===== config.mk =====
export PLATFORM = sky130hd
export DESIGN_NAME = hazard_mc
export DESIGN_NICKNAME = d
export VERILOG_FILES = /design/src/rtl/hazard_mc.sv
export SDC_FILE = /design/constraint.sdc
export NUM_CORES = 1
export LEC_CHECK = 0
export ABC_AREA = 0
export CORE_ASPECT_RATIO = 1.2
export CORE_MARGIN = 4
export CORE_UTILIZATION = 25
export DETAILED_ROUTE_END_ITERATION = 10
export GPL_TIMING_DRIVEN = 0
export PLACE_DENSITY = 0.73
export REMOVE_ABC_BUFFERS = 1
export SKIP_LAST_GASP = 1
export SYNTH_ARGS = -nofsm -noshare
export SYNTH_HDL_FRONTEND = slang
export SYNTH_SLANG_ARGS = --single-unit

===== constraint.sdc =====
create_clock -name clk -period 2.6 [get_ports clk]
set_input_delay 0.65 -clock clk [delete_from_list [all_inputs] [get_ports clk]]
set_output_delay 0.65 -clock clk [all_outputs]
set_load 0.05 [all_outputs]

===== src/rtl/hazard_mc.sv =====
// Hazard unit for a 5-stage pipeline: forwarding, load-use stall, branch flush, multi-cycle E stall.
// Define HAZARD_PERF_EN to add the PerfStall cycle counter output.
module hazard_mc #(
  parameter int REGW    = 5,
  parameter int LATW    = 4,
  parameter int ZERO_R0 = 1
) (
  input  logic            clk,
  input  logic            rst,
  input  logic [REGW-1:0] Rs1D,
  input  logic [REGW-1:0] Rs2D,
  input  logic [REGW-1:0] Rs1E,
  input  logic [REGW-1:0] Rs2E,
  input  logic [REGW-1:0] RdE,
  input  logic [REGW-1:0] RdM,
  input  logic [REGW-1:0] RdW,
  input  logic            RegWriteE,
  input  logic            RegWriteM,
  input  logic            RegWriteW,
  input  logic            LoadE,
  input  logic            BranchTakenE,
  input  logic            McStartE,
  input  logic [LATW-1:0] McLatE,
  output logic            StallF,
  output logic            StallD,
  output logic            StallE,
  output logic            FlushD,
  output logic            FlushE,
  output logic            BubbleM,
  output logic [1:0]      ForwardAE,
  output logic [1:0]      ForwardBE,
  output logic            McBusy
`ifdef HAZARD_PERF_EN
  ,
  output logic [31:0]     PerfStall
`endif
);

  logic [LATW-1:0] mc_cnt_q, mc_cnt_d;
  logic            mc_busy;
  logic            mc_start;
  logic            mc_stall;
  logic            load_use;
  logic            e_writes;

  function automatic logic is_zero_reg(input logic [REGW-1:0] r);
    return (ZERO_R0 != 0) && (r == '0);
  endfunction

  function automatic logic [1:0] fwd_sel(
    input logic [REGW-1:0] rs,
    input logic            wr_m,
    input logic [REGW-1:0] rd_m,
    input logic            wr_w,
    input logic [REGW-1:0] rd_w
  );
    logic [1:0] sel;
    sel = 2'b00;
    if (!is_zero_reg(rs)) begin
      if (wr_m && (rd_m == rs))      sel = 2'b10;
      else if (wr_w && (rd_w == rs)) sel = 2'b01;
    end
    return sel;
  endfunction

  always_comb begin
    ForwardAE = fwd_sel(Rs1E, RegWriteM, RdM, RegWriteW, RdW);
    ForwardBE = fwd_sel(Rs2E, RegWriteM, RdM, RegWriteW, RdW);
  end

  // A load always writes its destination, so LoadE implies the E-stage write.
  always_comb begin
    e_writes = RegWriteE | LoadE;
    load_use = LoadE && e_writes && !is_zero_reg(RdE) &&
               ((RdE == Rs1D) || (RdE == Rs2D));
  end

  // Counter holds remaining E-cycles minus one; the cycle at count 1 is the release cycle.
  always_comb begin
    mc_busy  = (mc_cnt_q != '0);
    mc_start = rst && McStartE && !mc_busy && (McLatE >= LATW'(2));
    mc_stall = mc_start || (mc_busy && (mc_cnt_q != LATW'(1)));
    mc_cnt_d = '0;
    if (mc_busy)       mc_cnt_d = mc_cnt_q - LATW'(1);
    else if (mc_start) mc_cnt_d = McLatE - LATW'(1);
  end

  always_ff @(posedge clk or negedge rst) begin
    if (!rst) mc_cnt_q <= '0;
    else      mc_cnt_q <= mc_cnt_d;
  end

  always_comb begin
    StallF  = mc_stall || load_use;
    StallD  = mc_stall || load_use;
    StallE  = mc_stall;
    BubbleM = mc_stall;
    FlushD  = BranchTakenE;
    FlushE  = !mc_stall && (load_use || BranchTakenE);
    McBusy  = mc_busy;
  end

`ifdef HAZARD_PERF_EN
  logic [31:0] perf_q, perf_d;

  always_comb begin
    perf_d = perf_q;
    if (StallF) perf_d = perf_q + 32'd1;
  end

  always_ff @(posedge clk or negedge rst) begin
    if (!rst) perf_q <= '0;
    else      perf_q <= perf_d;
  end

  assign PerfStall = perf_q;
`endif

endmodule


==> results.md, run 1 <==
* Status: finished clean
* Worst VDD drop at 0.495 mV
* Area occupied by multi-input gates at 694 µm²
* Number of global-route vias before repair at 930
* Fillers at 276
* Largest net degree at the start of global routing at 7
* First-pass GRT wire length at 3690 µm
* Yosys reg bits at 4
* Setup TNS at 0 ps
* Grt total ovfl at 0
* WP data required at 1950 ps
* All-Layer GR Usage at 11.9%
* WP buf/inv at 2
* First-pass DRT Iterations at 4
* Die width at 58.0 µm
* Fin crit share at 100%
* Initial antenna violation count at 0
* Final hold vios at 0
* Ports at 58
* Crit path DAT at 1950 ps
* Proportion of layout cells with a drive suffix above 1 at 25.0%
* Num rows at 21
* DR DRC count at 0
* Top flop regs: mc_cnt_q (4)
* Synth top area share at 22.2%
* Final Max Slew Viols at 0
* Routability congestion estimate from global placement at 0.816
* Commonest non-fill, non-tap cells in the layout: dlygate4sd2_1, xor2_1, xnor2_1
* Leak pwr at 0.705 nW
* Pwr per Cell Area at 562 nW/µm²
* Dpl cells at 181
* Slowest cell on crit path: clkdlybuf4s50_1
* Register area at 100 µm²
* Buffers on Ports at 56
* Vias at 901
* Largest Register: mc_cnt_q
* Initial DRC Count at 8
* Min Tclk post-route at 2600 ps
* Max incr delay on CP at 470 ps
* CP Capture Type: output pin
* Die height at 68.0 µm
* Delay-heaviest family, CP: buffers and inverters
* Slew @ Worst Pin at 508 ps
* Synthesized cell area at 751 µm²
* Hold crit path type: input pin to asynchronous set/reset pin
* Vias per cell at 4.84
* Area grow syn2layout at 89.0%
* Fin util at 50.0%
* Core area at 2840 µm²
* Half-perimeter wire length after placement at 2120 µm
* Synth cell types at 26
* Final ANT Viol Nets at 0
* Drt wl/cell at 14.2 µm
* Post-Synthesis Cells at 94
* Starting Density at 26.5%
* Leading cell type in the layout, fill and taps excluded: dlygate4sd2_1
* Slew HR at 66.3%
* Most used cell, CP: nor2_1
* Cell Count, Final, Fillers Out at 186
* Max Clk Rate at 385 MHz
* Crit-path max FO at 2
* Clk buf depth at 2
* Routed WL at 2630 µm
* Final setup fails at 0
* CP Launch Type: input pin
* CTS tree: done
* Dominant cell type by area after synthesis: xor2_1
* Worst skew pair latency at 230 ps
* Seq/Total Area, Yosys at 13.3%
* MaxCap Viol Count at 0
* Syn_area_per_cell at 7.99 µm²
* Ant. Diodes at 0
* Cts bufs inserted at 3
* Clock transition at path regs at 30 ps
* Final layout net count at 205
* DIE AREA at 3950 µm²
* Largest register FFs at 4
* Cell breakdown of the critical path: clkdlybuf4s50_1 > xor2_1 > nor2_1 > a22oi_2 > nor2_1 > o21a_1 > buf_6
* Clock Tree Root: clkbuf_4
* Top cells by area, synth: xor2_1, xnor2_1, dfrtp_1
* Syn. warnings at 0
* Worst Skew at 0.0950 ps
* CTS sink count at 4
* CTS H-tree lvls at 1
* Setup CP Type: input pin to output pin
-- layout make-up --
| cell class | count | area share, % |
|---|---|---|
| Sequential cell | 4 | 7.05 |
| Timing Repair Buffer | 58 | 38.1 |
| Tap cell | 34 | 3.00 |
| Inverter | 5 | 1.32 |
| Multi-Input combinational cell | 82 | 48.9 |
| Clock buffer | 3 | 1.59 |
-- kinds of logic (layout without fill, tap and decap cells) --
kind of cell | count (synthesis) | in the layout | share of synthesized area, %
buf+inv | 8 | 66 | 5.50
fa+ha+maj | 4 | 4 | 6.67
flops | 4 | 4 | 13.3
mux | 1 | 1 | 2.00
simple gates | 32 | 32 | 22.2
xor+xnor | 32 | 32 | 37.3
compound gates | 13 | 13 | 13.0
-- Yosys cell counts --
cell and instances:
nor4_1 2, ha_1 4, or2_4 1, o311ai_1 1, o21ai_1 1, o21a_1 1, nand4_1 2, o21ai_0 2
xor2_1 19, a21oi_1 4, nand2_1 3, xnor2_1 13, or4_1 3, dfrtp_1 4, or3_1 1, mux2_4 1
nand3_1 2, inv_1 5, a211o_1 1, a22oi_1 1, a21oi_2 1, buf_4 3, nor2_1 12, nor3_1 4
nor4b_1 2, o311a_4 1
-- where the power goes --
| group | switching, mW | internal [mW] |
|---|---|---|
| Sequential | 0.0260 | 0.0955 |
| Clock | 0.0221 | 0.0514 |
| Combinational | 0.374 | 0.228 |
| Total | 0.422 | 0.375 |
-- per-stage QoR --
stage          area, µm²  total power, mW  hold slack [ps]  setup slack [ps]
6_report            1420            0.797              403              1.14
5_1_grt             1420            0.852              407             -43.7
4_1_cts             1360            0.795              402             -52.7
3_5_place_dp        1330            0.718              514             -1080
3_3_place_gp        1330            0.703              484             -1070
2_1_floorplan        728            0.486              354             -1250
-- path summary, 6_finish.rpt --
| kind | startpoint | to | slack (ps) | depth (start not counted) |
|---|---|---|---|---|
| max | Rs1D[3] | FlushE | 1 | 7 |
| min | rst | mc_cnt_q[1]$_DFF_PN0_ | 400 | 1 |
| max reg2reg | mc_cnt_q[0]$_DFF_PN0_ | mc_cnt_q[3]$_DFF_PN0_ | 1260 | 5 |
| min reg2reg | mc_cnt_q[0]$_DFF_PN0_ | mc_cnt_q[0]$_DFF_PN0_ | 510 | 1 |
| max in group asynchronous | rst | mc_cnt_q[2]$_DFF_PN0_ | 1980 | 1 |
| min in group clk | mc_cnt_q[0]$_DFF_PN0_ | mc_cnt_q[0]$_DFF_PN0_ | 510 | 1 |
-- worst register-to-register path: stages (launching register included) --
cell and delay, ps:
dfrtp_1 380, inv_1 60, ha_1 280, nand2_1 190, nor3_1 80, a211o_1 240
-- layer usage --
layer	global-route usage [%]	up-vias	wire length, µm
li1	-	439	-
met1	11.6	415	925
met2	22.5	42	1450
met3	4.15	5	217
met4	5.22	0	34
met5	0	-	0
-- what timing repair did --
item                                    4_1_cts  5_1_grt
pin swaps                                    11       18
endpoints found under the hold margin         0        0
resized for setup                           100       34
hold buffers                                  0        0
endpoints found under the setup margin       11        9
setup buffers                                 2        0
Power figures use the tool's default switching activity.
==> run 2: changes to the inputs <==
--- a/config.mk
+++ b/config.mk
@@ -9,6 +9,7 @@
 export CORE_ASPECT_RATIO = 1.2
 export CORE_MARGIN = 4
 export CORE_UTILIZATION = 25
+export CTS_BUF_LIST = sky130_fd_sc_hd__clkbuf_16
 export DETAILED_ROUTE_END_ITERATION = 10
 export GPL_TIMING_DRIVEN = 0
 export PLACE_DENSITY = 0.73
==> results.md, run 2 (synthesis results as in run 1) <==
* Commonest non-fill, non-tap cells in the layout: dlygate4sd2_1, xor2_1, xnor2_1 (unchanged)
* Ant. Diodes at 0 (unchanged)
* CTS sink count at 4 (unchanged)
* Worst skew pair latency at 220 ps (was 230 ps)
* Reg2Reg Setup Slack at 1240 ps (was 1260 ps)
* Grt total ovfl at 0 (unchanged)
* Num rows at 21 (unchanged)
* Ports at 58 (unchanged)
* Proportion of layout cells with a drive suffix above 1 at 25.7% (was 25.0%)
* Half-perimeter wire length after placement at 2120 µm (unchanged)
* Initial antenna violation count at 0 (unchanged)
* Setup WS post-layout at -1.19 ps (was 1.14 ps)
* Initial DRC Count at 15 (was 8)
* Slew HR at 66.2% (was 66.3%)
* Largest register FFs at 4 (unchanged)
* Leak pwr at 0.740 nW (was 0.705 nW)
* Starting Density at 26.5% (unchanged)
* Final Max Slew Viols at 0 (unchanged)
* Leading cell type in the layout, fill and taps excluded: dlygate4sd2_1 (unchanged)
* Clk buf depth at 2 (unchanged)
* Slew @ Worst Pin at 508 ps (about the same)
* CP Capture Type: output pin (unchanged)
* DR DRC count at 0 (unchanged)
* MaxCap Viol Count at 0 (unchanged)
* Pwr Total at 0.961 mW (was 0.797 mW)
* Vias at 902 (was 901)
* DP Worst Slack at -1080 ps (unchanged)
* Status: complete, but fails checks (was finished clean)
* Largest Register: mc_cnt_q (unchanged)
* Drt wl/cell at 14.5 µm (was 14.2 µm)
* Final ANT Viol Nets at 0 (unchanged)
* Pwr per Cell Area at 649 nW/µm² (was 562 nW/µm²)
* Die width at 58.0 µm (unchanged)
* Cts bufs inserted at 3 (unchanged)
* Max Clk Rate at 384 MHz (was 385 MHz)
* Worst VDD drop at 0.492 mV (was 0.495 mV)
* First-pass DRT Iterations at 4 (unchanged)
* Failing checks: setup timing
* Routed WL at 2700 µm (was 2630 µm)
* Reg2Reg Capture Point: mc_cnt_q[3]$_DFF_PN0_ (unchanged)
* Buffers on Ports at 56 (unchanged)
* FF-to-FF Start: mc_cnt_q[0]$_DFF_PN0_ (unchanged)
* WP data required at 1950 ps (about the same)
* All-Layer GR Usage at 12.5% (was 11.9%)
* Routability congestion estimate from global placement at 0.816 (unchanged)
* Clock transition at path regs at 30 ps (about the same)
* Hold crit path type: input pin to asynchronous set/reset pin (unchanged)
* Number of global-route vias before repair at 939 (was 930)
* FF-to-FF path depth at 5 (unchanged)
* CP Launch Type: input pin (unchanged)
* CTS tree: done (unchanged)
* Area grow syn2layout at 97.3% (was 89.0%)
* Fin crit share at 100% (about the same)
* Vias per cell at 4.85 (was 4.84)
* First-pass GRT wire length at 3820 µm (was 3690 µm)
* Crit path DAT at 1950 ps (about the same)
* Die height at 68.0 µm (unchanged)
* CTS H-tree lvls at 1 (unchanged)
* Fillers at 272 (was 276)
* Clock Tree Root: clkbuf_16 (was clkbuf_4)
* Largest net degree at the start of global routing at 7 (unchanged)
* Final setup fails at 1 (was 0)
* Final layout net count at 205 (unchanged)
* DIE AREA at 3950 µm² (unchanged)
* Crit-path max FO at 3 (was 2)
* Setup CP Type: input pin to output pin (unchanged)
* Min Tclk post-route at 2600 ps (about the same)
* Core area at 2840 µm² (unchanged)
* Final hold vios at 0 (unchanged)
* Worst Skew at 0.568 ps (was 0.0950 ps)
* Top flop regs: mc_cnt_q (4) (unchanged)
-- run 2: cell types whose count changed in the layout (fill, tap and decap cells not counted) --
cell             before  now
clkbuf_16             0    3
clkbuf_4              3    0
clkdlybuf4s50_1       7    6
dlymetal6s2s_1       11   12
xor2_1               19   18
xor2_2                0    1
-- run 2: worst max path at each step --
stage	from	endpoint	depth (start not counted)
after detailed placement	McLatE[0]	FlushE	7
after global routing	RdE[4]	FlushE	7
after global placement	McLatE[0]	FlushE	7
after CTS	RdE[1]	FlushE	6
final	RdE[4]	FlushE	7
after floorplan	RdE[3]	StallD	4
-- run 2: cell type report --
class / instances / area [µm²] / share of cell area, %
multi-input cells: 82 / 702 / 47.4
repair buffers: 58 / 543 / 36.7
flip-flops and latches: 4 / 100 / 6.76
clock buffers: 3 / 75.1 / 5.07
well taps: 34 / 42.5 / 2.87
inverters: 5 / 18.8 / 1.27
-- run 2: power breakdown --
part / switching, mW / internal (mW) / leakage, nW
clock: 0.0398 / 0.196 / 0.0370
combinational: 0.375 / 0.228 / 0.655
sequential: 0.0266 / 0.0956 / 0.0483
total: 0.441 / 0.520 / 0.740
-- run 2: stage by stage --
step	TNS, ps	utilization, %	instances	instance area, µm²	hold WS (ps)
after detailed placement	-7700	46.9	181	1330	514
after floorplan	-3690	-	91	728	354
after global placement	-7650	46.9	181	1330	484
after CTS	-40.3	49.8	186	1410	414
after global routing	-151	52.2	186	1480	428
final	-1.19	52.2	186	1480	410
-- run 2: worst max-delay path, cell delays in order --
cell	delay, ps
dlygate4sd2_1	320
xor2_1	230
nor3_2	90
a22oi_2	240
nor2_1	60
o21a_1	200
buf_6	150
-- run 2: what timing repair did --
action	in CTS	in global routing
pin swaps	13	19
setup endpoints to repair	11	9
buffers inserted	2	0
hold buffers	0	0
resized for setup	101	35
-- run 2: layer usage --
layer  track usage, %  wire (µm)  share of wire, %
met2             23.0       1490                55
met5                0          0                 0
met3             4.53        237               8.8
met4             6.09         44               1.6
met1             12.3        935                35
==> run 3: changes to the inputs <==
--- a/config.mk
+++ b/config.mk
@@ -5,7 +5,6 @@
 export SDC_FILE = /design/constraint.sdc
 export NUM_CORES = 1
 export LEC_CHECK = 0
-export ABC_AREA = 0
 export CORE_ASPECT_RATIO = 1.2
 export CORE_MARGIN = 4
 export CORE_UTILIZATION = 25
==> results of run 3 <==
Same layout as run 2: the final DEF is identical, and so are final timing and power.
